[src/rtl/uart_rx_core_if.sv]
// Serial receive side of the UART: line input, received word and ready strobe.
// The receiver drives the slave modport; the line driver / host side uses master.
interface uart_rx_core_if #(
    parameter int unsigned data_bits = 8
);
    logic                 rxd;
    logic [data_bits-1:0] RDR;
    logic                 rxd_readyH;

    modport master (
        output rxd,
        input  RDR,
        input  rxd_readyH
    );

    modport slave (
        input  rxd,
        output RDR,
        output rxd_readyH
    );
endinterface

[src/rtl/uart_rx_core.sv]
// 8N1-style UART receiver with 16x oversampling and a power-of-two prescaler.
// Delivers each good frame into RDR with a one-cycle rxd_readyH strobe.
module uart_rx_core #(
    parameter int unsigned data_bits                 = 8,
    parameter int unsigned received_bit_counter_bits = 3,
    parameter int unsigned bit_cell_counter_bits     = 4,
    parameter logic [2:0]  br                        = 3'b000
) (
    input logic           sysclk,
    input logic           rst_n,
    uart_rx_core_if.slave rx
);

    typedef enum logic [2:0] {StIdle, StStart, StData, StStop, StWaitIdle} state_e;

    localparam logic [6:0] tick_mask = 7'((1 << br) - 1);
    localparam logic [bit_cell_counter_bits-1:0] cell_mid  = bit_cell_counter_bits'(7);
    localparam logic [bit_cell_counter_bits-1:0] cell_last = '1;
    localparam logic [received_bit_counter_bits-1:0] bit_last =
        received_bit_counter_bits'(data_bits - 1);

    state_e                                 state_q, state_d;
    logic                                   rs1_q, rs_q;
    logic [6:0]                             presc_q;
    logic                                   tick;
    logic [bit_cell_counter_bits-1:0]       cell_q, cell_d;
    logic [received_bit_counter_bits-1:0]   bit_q, bit_d;
    logic [data_bits-1:0]                   shift_q, shift_d;
    logic [data_bits-1:0]                   rdr_q, rdr_d;
    logic                                   ready_q, ready_d;

    // Synchroniser resets to 1 so reset never looks like a start bit.
    always_ff @(posedge sysclk or posedge rst_n) begin
        if (rst_n) begin
            rs1_q   <= 1'b1;
            rs_q    <= 1'b1;
            presc_q <= '0;
        end else begin
            rs1_q   <= rx.rxd;
            rs_q    <= rs1_q;
            presc_q <= presc_q + 7'd1;
        end
    end

    assign tick = (presc_q & tick_mask) == 7'd0;

    always_ff @(posedge sysclk or posedge rst_n) begin
        if (rst_n) begin
            state_q <= StIdle;
            cell_q  <= '0;
            bit_q   <= '0;
            shift_q <= '0;
            rdr_q   <= '0;
            ready_q <= 1'b0;
        end else begin
            state_q <= state_d;
            cell_q  <= cell_d;
            bit_q   <= bit_d;
            shift_q <= shift_d;
            rdr_q   <= rdr_d;
            ready_q <= ready_d;
        end
    end

    always_comb begin
        state_d = state_q;
        cell_d  = cell_q;
        bit_d   = bit_q;
        shift_d = shift_q;
        rdr_d   = rdr_q;
        ready_d = 1'b0;
        unique case (state_q)
            StIdle: begin
                cell_d = '0;
                bit_d  = '0;
                if (!rs_q) begin
                    state_d = StStart;
                end
            end
            StStart: begin
                if (tick) begin
                    if (cell_q == cell_mid) begin
                        cell_d  = '0;
                        state_d = rs_q ? StIdle : StData;
                    end else begin
                        cell_d = cell_q + 1'b1;
                    end
                end
            end
            StData: begin
                if (tick) begin
                    // Cell counter wraps to 0 on the sample tick, ready for the next cell.
                    cell_d = cell_q + 1'b1;
                    if (cell_q == cell_last) begin
                        shift_d = {rs_q, shift_q[data_bits-1:1]};
                        if (bit_q == bit_last) begin
                            bit_d   = '0;
                            state_d = StStop;
                        end else begin
                            bit_d = bit_q + 1'b1;
                        end
                    end
                end
            end
            StStop: begin
                if (tick) begin
                    cell_d = cell_q + 1'b1;
                    if (cell_q == cell_last) begin
                        if (rs_q) begin
                            rdr_d   = shift_q;
                            ready_d = 1'b1;
                            state_d = StIdle;
                        end else begin
                            state_d = StWaitIdle;
                        end
                    end
                end
            end
            StWaitIdle: begin
                // Hold off until the line recovers so a break is not taken as a start bit.
                if (rs_q) begin
                    state_d = StIdle;
                end
            end
            default: state_d = StIdle;
        endcase
    end

    assign rx.RDR        = rdr_q;
    assign rx.rxd_readyH = ready_q;

endmodule

[src/flat_wrapper.sv]
// flat-port wrapper written by rule: the top's interface ports become plain ports
module uart_rx_core_flat 
#(
    parameter int unsigned data_bits                 = 8,
    parameter int unsigned received_bit_counter_bits = 3,
    parameter int unsigned bit_cell_counter_bits     = 4,
    parameter logic [2:0]  br                        = 3'b000
)
  (sysclk, rst_n, rx_rxd, rx_RDR, rx_rxd_readyH);
  uart_rx_core_if #(.data_bits(data_bits)) rx_i ();
  input logic sysclk;
  input logic rst_n;
  input wire logic [$bits(rx_i.rxd)-1:0] rx_rxd;
  output wire logic [$bits(rx_i.RDR)-1:0] rx_RDR;
  output wire logic [$bits(rx_i.rxd_readyH)-1:0] rx_rxd_readyH;
  assign rx_i.rxd = rx_rxd;
  assign rx_RDR = rx_i.RDR;
  assign rx_rxd_readyH = rx_i.rxd_readyH;
  uart_rx_core #(.data_bits(data_bits), .received_bit_counter_bits(received_bit_counter_bits), .bit_cell_counter_bits(bit_cell_counter_bits), .br(br)) u_core (.sysclk(sysclk), .rst_n(rst_n), .rx(rx_i));
endmodule
[config.mk]
export PLATFORM = sky130hd
export DESIGN_NAME = uart_rx_core_flat
export DESIGN_NICKNAME = d
export VERILOG_FILES = /design/src/rtl/uart_rx_core_if.sv /design/src/rtl/uart_rx_core.sv /design/src/flat_wrapper.sv
export SDC_FILE = /design/constraint.sdc
export NUM_CORES = 1
export LEC_CHECK = 0
export CAP_MARGIN = 20
export CORE_MARGIN = 3
export CORE_UTILIZATION = 55
export DETAILED_ROUTE_END_ITERATION = 7
export GPL_TIMING_DRIVEN = 0
export PLACE_DENSITY = 0.77
export SLEW_MARGIN = 25
export SYNTH_ARGS = -nofsm -noshare
export SYNTH_HDL_FRONTEND = slang
export SYNTH_SLANG_ARGS = --single-unit
export TNS_END_PERCENT = 1
[constraint.sdc]
create_clock -name sysclk -period 1.85 [get_ports sysclk]
set_input_delay 0.185 -clock sysclk [delete_from_list [all_inputs] [get_ports sysclk]]
set_output_delay 0.185 -clock sysclk [all_outputs]
set_load 0.005 [all_outputs]
Word level (Yosys, flattened, before mapping)
Cells that the tools add are included.
Widths: inputs -> output; s select.
{"block": "classes", "mux": 17, "eq_ne": 13, "reduce_logical": 8, "add_sub_neg": 2}
{"operator": "$mux 3", "n": 9}
{"operator": "$pmux 3 s5", "n": 1}
{"operator": "$pmux 4 s3", "n": 1}
{"operator": "$ne 2x1->1 const B", "n": 5}
{"operator": "$eq 3x2->1 const B", "n": 2}
{"operator": "$eq 3x3->1 const B", "n": 2}
{"operator": "$pmux 3 s2", "n": 1}
{"operator": "$reduce_and 6->1", "n": 1}
{"operator": "$add 4x1->4 const B", "n": 1}
{"operator": "$eq 4x3->1 const B", "n": 1}
{"operator": "$eq 4x4->1 const B", "n": 1}
{"operator": "$mux 4", "n": 1}
{"operator": "$reduce_and 2->1", "n": 2}
{"operator": "$add 3x1->3 const B", "n": 1}
{"operator": "$eq 3x1->1 const B", "n": 1}
{"operator": "$logic_not 3->1", "n": 1}
{"operator": "$mux 1", "n": 3}
{"operator": "$reduce_and 3->1", "n": 1}
{"operator": "$reduce_bool 3->1", "n": 1}
{"operator": "$mux 2", "n": 1}
{"operator": "$ne 2x2->1 const B", "n": 1}
{"operator": "$reduce_bool 2->1", "n": 1}
{"operator": "$reduce_or 2->1", "n": 1}
{"block": "word_totals", "regBits": 29, "out_inout_bits": 9, "inputBits": 3, "wordCells": 48}

Longest topological paths before layout
{"block": "depth", "ltp_word": 4, "depth_mapped": 5}

Least setup slack after synthesis
No wires, ideal clock.
{"block": "synth_path", "path_type": "register to register", "from": "register u_core.cell_q[0]", "to": "register u_core.rdr_q[0] (netlist: u_core.rx.RDR[0])", "path_stages_with_launch": 5, "path_buffers": 0, "required_ps": 1725, "slack_ps": 162, "arrival_ps": 1563, "cell_sequence": "dfrtp_1 > ha_1 > nand3_2 > nor4_4 > mux2_2"}
{"block": "synth_via", "elab_chain_len": 2}
{"item": "start: declaration", "line": "uart_rx_core.sv:26", "source": "logic [bit_cell_counter_bits-1:0] cell_q, cell_d;"}
{"item": "start signal: assignment", "line": "uart_rx_core.sv:57", "source": "cell_q <= cell_d;"}
{"item": "$eq 4x4->1", "line": "uart_rx_core.sv:108", "source": "if (cell_q == cell_last) begin"}
{"item": "$reduce_and 3->1 (no line)"}
{"item": "end signal: assignment", "line": "uart_rx_core.sv:60", "source": "rdr_q <= rdr_d;"}
{"item": "end: declaration", "line": "uart_rx_core.sv:29", "source": "logic [data_bits-1:0] rdr_q, rdr_d;"}
No other way between the ends.
A chain may end at the register's enable or synchronous reset.

Final worst setup path
{"block": "layout_path", "from": "register u_core.state_q[0]", "to": "register u_core.shift_q[4]"}
{"block": "layout_via", "elab_chain_len": 2}
{"item": "start: declaration", "line": "uart_rx_core.sv:22", "source": "state_e state_q, state_d;"}
{"item": "start signal: assignment", "line": "uart_rx_core.sv:49", "source": "state_q <= StIdle;"}
{"item": "start signal: assignment", "line": "uart_rx_core.sv:56", "source": "state_q <= state_d;"}
{"item": "$eq 3x2->1", "line": "uart_rx_core.sv:72", "source": "unique case (state_q)"}
{"item": "$reduce_and 2->1 (no line)"}
{"item": "end signal: assignment", "line": "uart_rx_core.sv:59", "source": "shift_q <= shift_d;"}
{"item": "end: declaration", "line": "uart_rx_core.sv:28", "source": "logic [data_bits-1:0] shift_q, shift_d;"}
No other way between the ends.

==> impl_metrics.json <==
{
  "cp_data_arrival_time_ns": 1.96,
  "fin_ws_ns": 0.0849,
  "min_period_ns": 1.77,
  "power_leakage_nw": 0.688,
  "yosysUniqueCellTypes": 32,
  "io_pins": 12,
  "synth_most_common_cell": "dfrtp_1",
  "wl_per_cell_um": 13.7,
  "slew_headroom_pct": 61.9,
  "grt_pass1_wl_mm": 3.59,
  "clk_root_buffer_cell": "clkbuf_4",
  "drt-initial-drc-count": 8,
  "die_h_um": 54.0,
  "fp.dieArea_mm2": 0.00292,
  "maxSlewViolCount": 0,
  "grt_max_degree": 30,
  "period_share_pct": 95.4,
  "multiInputGateArea_um2": 504,
  "hp-class": "in2async",
  "worst_pin_slew_ns": 0.571,
  "maxCapViolations": 0,
  "wirelength_mm": 2.02,
  "synth_top_area_cell": "dfrtp_1",
  "synth_nets": 106,
  "postCtsHoldBufs": 0,
  "cts_tree": "built",
  "portBuffers": 11,
  "std_cell_rows": 16,
  "clkSinkCount": 29,
  "crit_fanout": 10,
  "drtAntennaViolNets": 0,
  "h-tree-depth": 2,
  "fillers": 133,
  "async_flop_share_pct": 100,
  "antenna_found_initial": 0,
  "crit_type": "reg2reg",
  "grt_pass1_vias": 831,
  "power_w": 0.00167,
  "die_w_um": 54.0,
  "regArea_um2": 728,
  "syn_inst": 100,
  "synth_edf_count": 0,
  "grt.overflow.total": 0,
  "pre_cts_ws_ns": -0.147,
  "synth_top_area_share_pct": 53.3,
  "setup_viol": 0,
  "yosysWarnings": 0,
  "fmax_ghz": 0.567,
  "start_util_pct": 61.5,
  "avgSynthCellArea_um2": 12.7,
  "viasPerCell": 5.53,
  "gp_congestion": 0.806,
  "critPathLaunchType": "flip-flop",
  "ys.flop_type": "dfrtp_1",
  "grt_use_total_pct": 17.7,
  "dp_hpwl_mm": 1.40,
  "pwr_density_cell_mw_per_mm2": 1120,
  "required_ns": 2.05,
  "syn_area_mm2": 0.00127,
  "diodes": 0,
  "nets": 126,
  "ys_seq_elements": 29,
  "synth-seq-area-share_pct": 57.5,
  "syn_to_final_growth_pct": 17.8,
  "core_mm2": 0.00206,
  "cts-buffers-inserted": 5,
  "rsz0062_at_grt": "false",
  "vdd_drop_max_mv": 0.812,
  "vias": 818,
  "drtPass1Iterations": 4,
  "drc": 0,
  "worstSetupEndpointType": "flip-flop",
  "clk_pin_slew_ns": 0.09,
  "drive_gt1_share_pct": 32.2,
  "finalHoldViolations": 0,
  "synthTopCellsByArea": "dfrtp_1 53%, mux2_2 14%, dfstp_2 4.1%, ha_1 3.0%, nand2_1 2.1%",
  "clock_skew_ns": 0.00790,
  "outcome": "completed",
  "clockBufferDepth": 2,
  "clock_latency_ns": 0.31,
  "synth_common_cells": "27 x dfrtp_1, 16 x mux2_2, 7 x nand2_1, 6 x nor2_1, 4 x inv_1"
}
==> final timing paths <==
check / cells after the start / startpoint / slack (ns) / to
worst max register to register: 5 / u_core.state_q[0]$_DFFE_PP0P_ / 0.08 / u_core.shift_q[4]$_DFFE_PP0P_
worst min register to register: 0 / u_core.rs1_q$_DFF_PP1_ / 0.36 / u_core.rs_q$_DFF_PP1_
worst max-delay path: 5 / u_core.state_q[0]$_DFFE_PP0P_ / 0.08 / u_core.shift_q[4]$_DFFE_PP0P_
max in group asynchronous: 2 / rst_n / 1.22 / u_core.rs_q$_DFF_PP1_
worst min-delay path: 2 / rst_n / 0.25 / u_core.state_q[1]$_DFFE_PP0P_
min in group sysclk: 1 / rx_rxd / 0.29 / u_core.rs1_q$_DFF_PP1_
==> worst max-delay path, cell delays in order, from the launching register on <==
cell and delay, ns:
dfrtp_1 0.37, clkbuf_2 0.16, or2_1 0.33, nor3_2 0.22, buf_4 0.22, mux2_2 0.34
==> layout by cell type, fill, tap and decap left out, drive strengths merged, types with 3 or more instances in the layout <==
cell,instances
a21oi,3
buf,4
clkbuf,11
clkdlybuf4s50,11
dfrtp,27
ha,3
inv,4
mux2,16
nand2,7
nor2,6
o21ai,3
==> kinds of logic (layout without fill, tap and decap cells) <==
group | count (synthesis) | after routing | share of synthesized area [%]
XOR/XNOR | 2 | 2 | 1.38
AO/OA/AOI/OAI | 14 | 14 | 7.80
flip-flops | 29 | 29 | 57.5
buffers and inverters | 9 | 30 | 3.36
adder cells (fa/ha/maj) | 3 | 3 | 2.96
multiplexers | 17 | 17 | 15.0
AND/OR/NAND/NOR | 26 | 26 | 12.0
==> layout make-up <==
type / count / area share [%]
multi-input cells: 62 / 33.8
well taps: 27 / 2.26
flip-flops and latches: 29 / 48.8
plain buffers: 5 / 1.84
clock buffers: 8 / 3.94
inverters: 4 / 1.01
repair buffers: 13 / 8.38
==> power breakdown <==
part           switching, W  leakage, nW  total [W]  internal [W]
Combinational      0.000265        0.280   0.000480      0.000215
Clock              0.000190       0.0326   0.000378      0.000187
Sequential        0.0000769        0.376   0.000810      0.000733
Total              0.000532        0.688    0.00167       0.00113
==> per-stage QoR <==
step | setup TNS (ns) | instance area [um2] | hold WS, ns | cells | util, %
5_1_grt | 0 | 1490 | 0.266 | 148 | 72.4
3_3_place_gp | -0.661 | 1410 | 0.347 | 138 | 68.4
6_report | 0 | 1490 | 0.249 | 148 | 72.4
4_1_cts | 0 | 1490 | 0.257 | 148 | 72.0
2_1_floorplan | 0 | 1270 | 0.189 | 100 | -
3_5_place_dp | -1.09 | 1410 | 0.348 | 138 | 68.4
==> registers in the layout, indices dropped and copies added (netlist names) <==
register / count
u_core.rs_q: 1
u_core.cell_q: 4
u_core.rs1_q: 1
u_core.bit_q: 3
u_core.rx.rxd_readyH: 1
u_core.state_q: 3
u_core.rx.RDR: 8
u_core.shift_q: 8
==> per-layer routing <==
layer	vias up	wire length [um]	global-route usage, %
li1	392	-	-
met1	407	908	21.8
met2	17	1000	28.0
met3	2	101	7.48
met4	0	13	6.22
met5	-	0	0
==> repair_timing <==
action                                  CTS  global route
gates resized for setup                   0             2
pin swaps                                 1             0
hold endpoints to repair                  0             0
endpoints found under the setup margin    8             7
setup buffers                             2             0
Power figures use the tool's default switching activity.
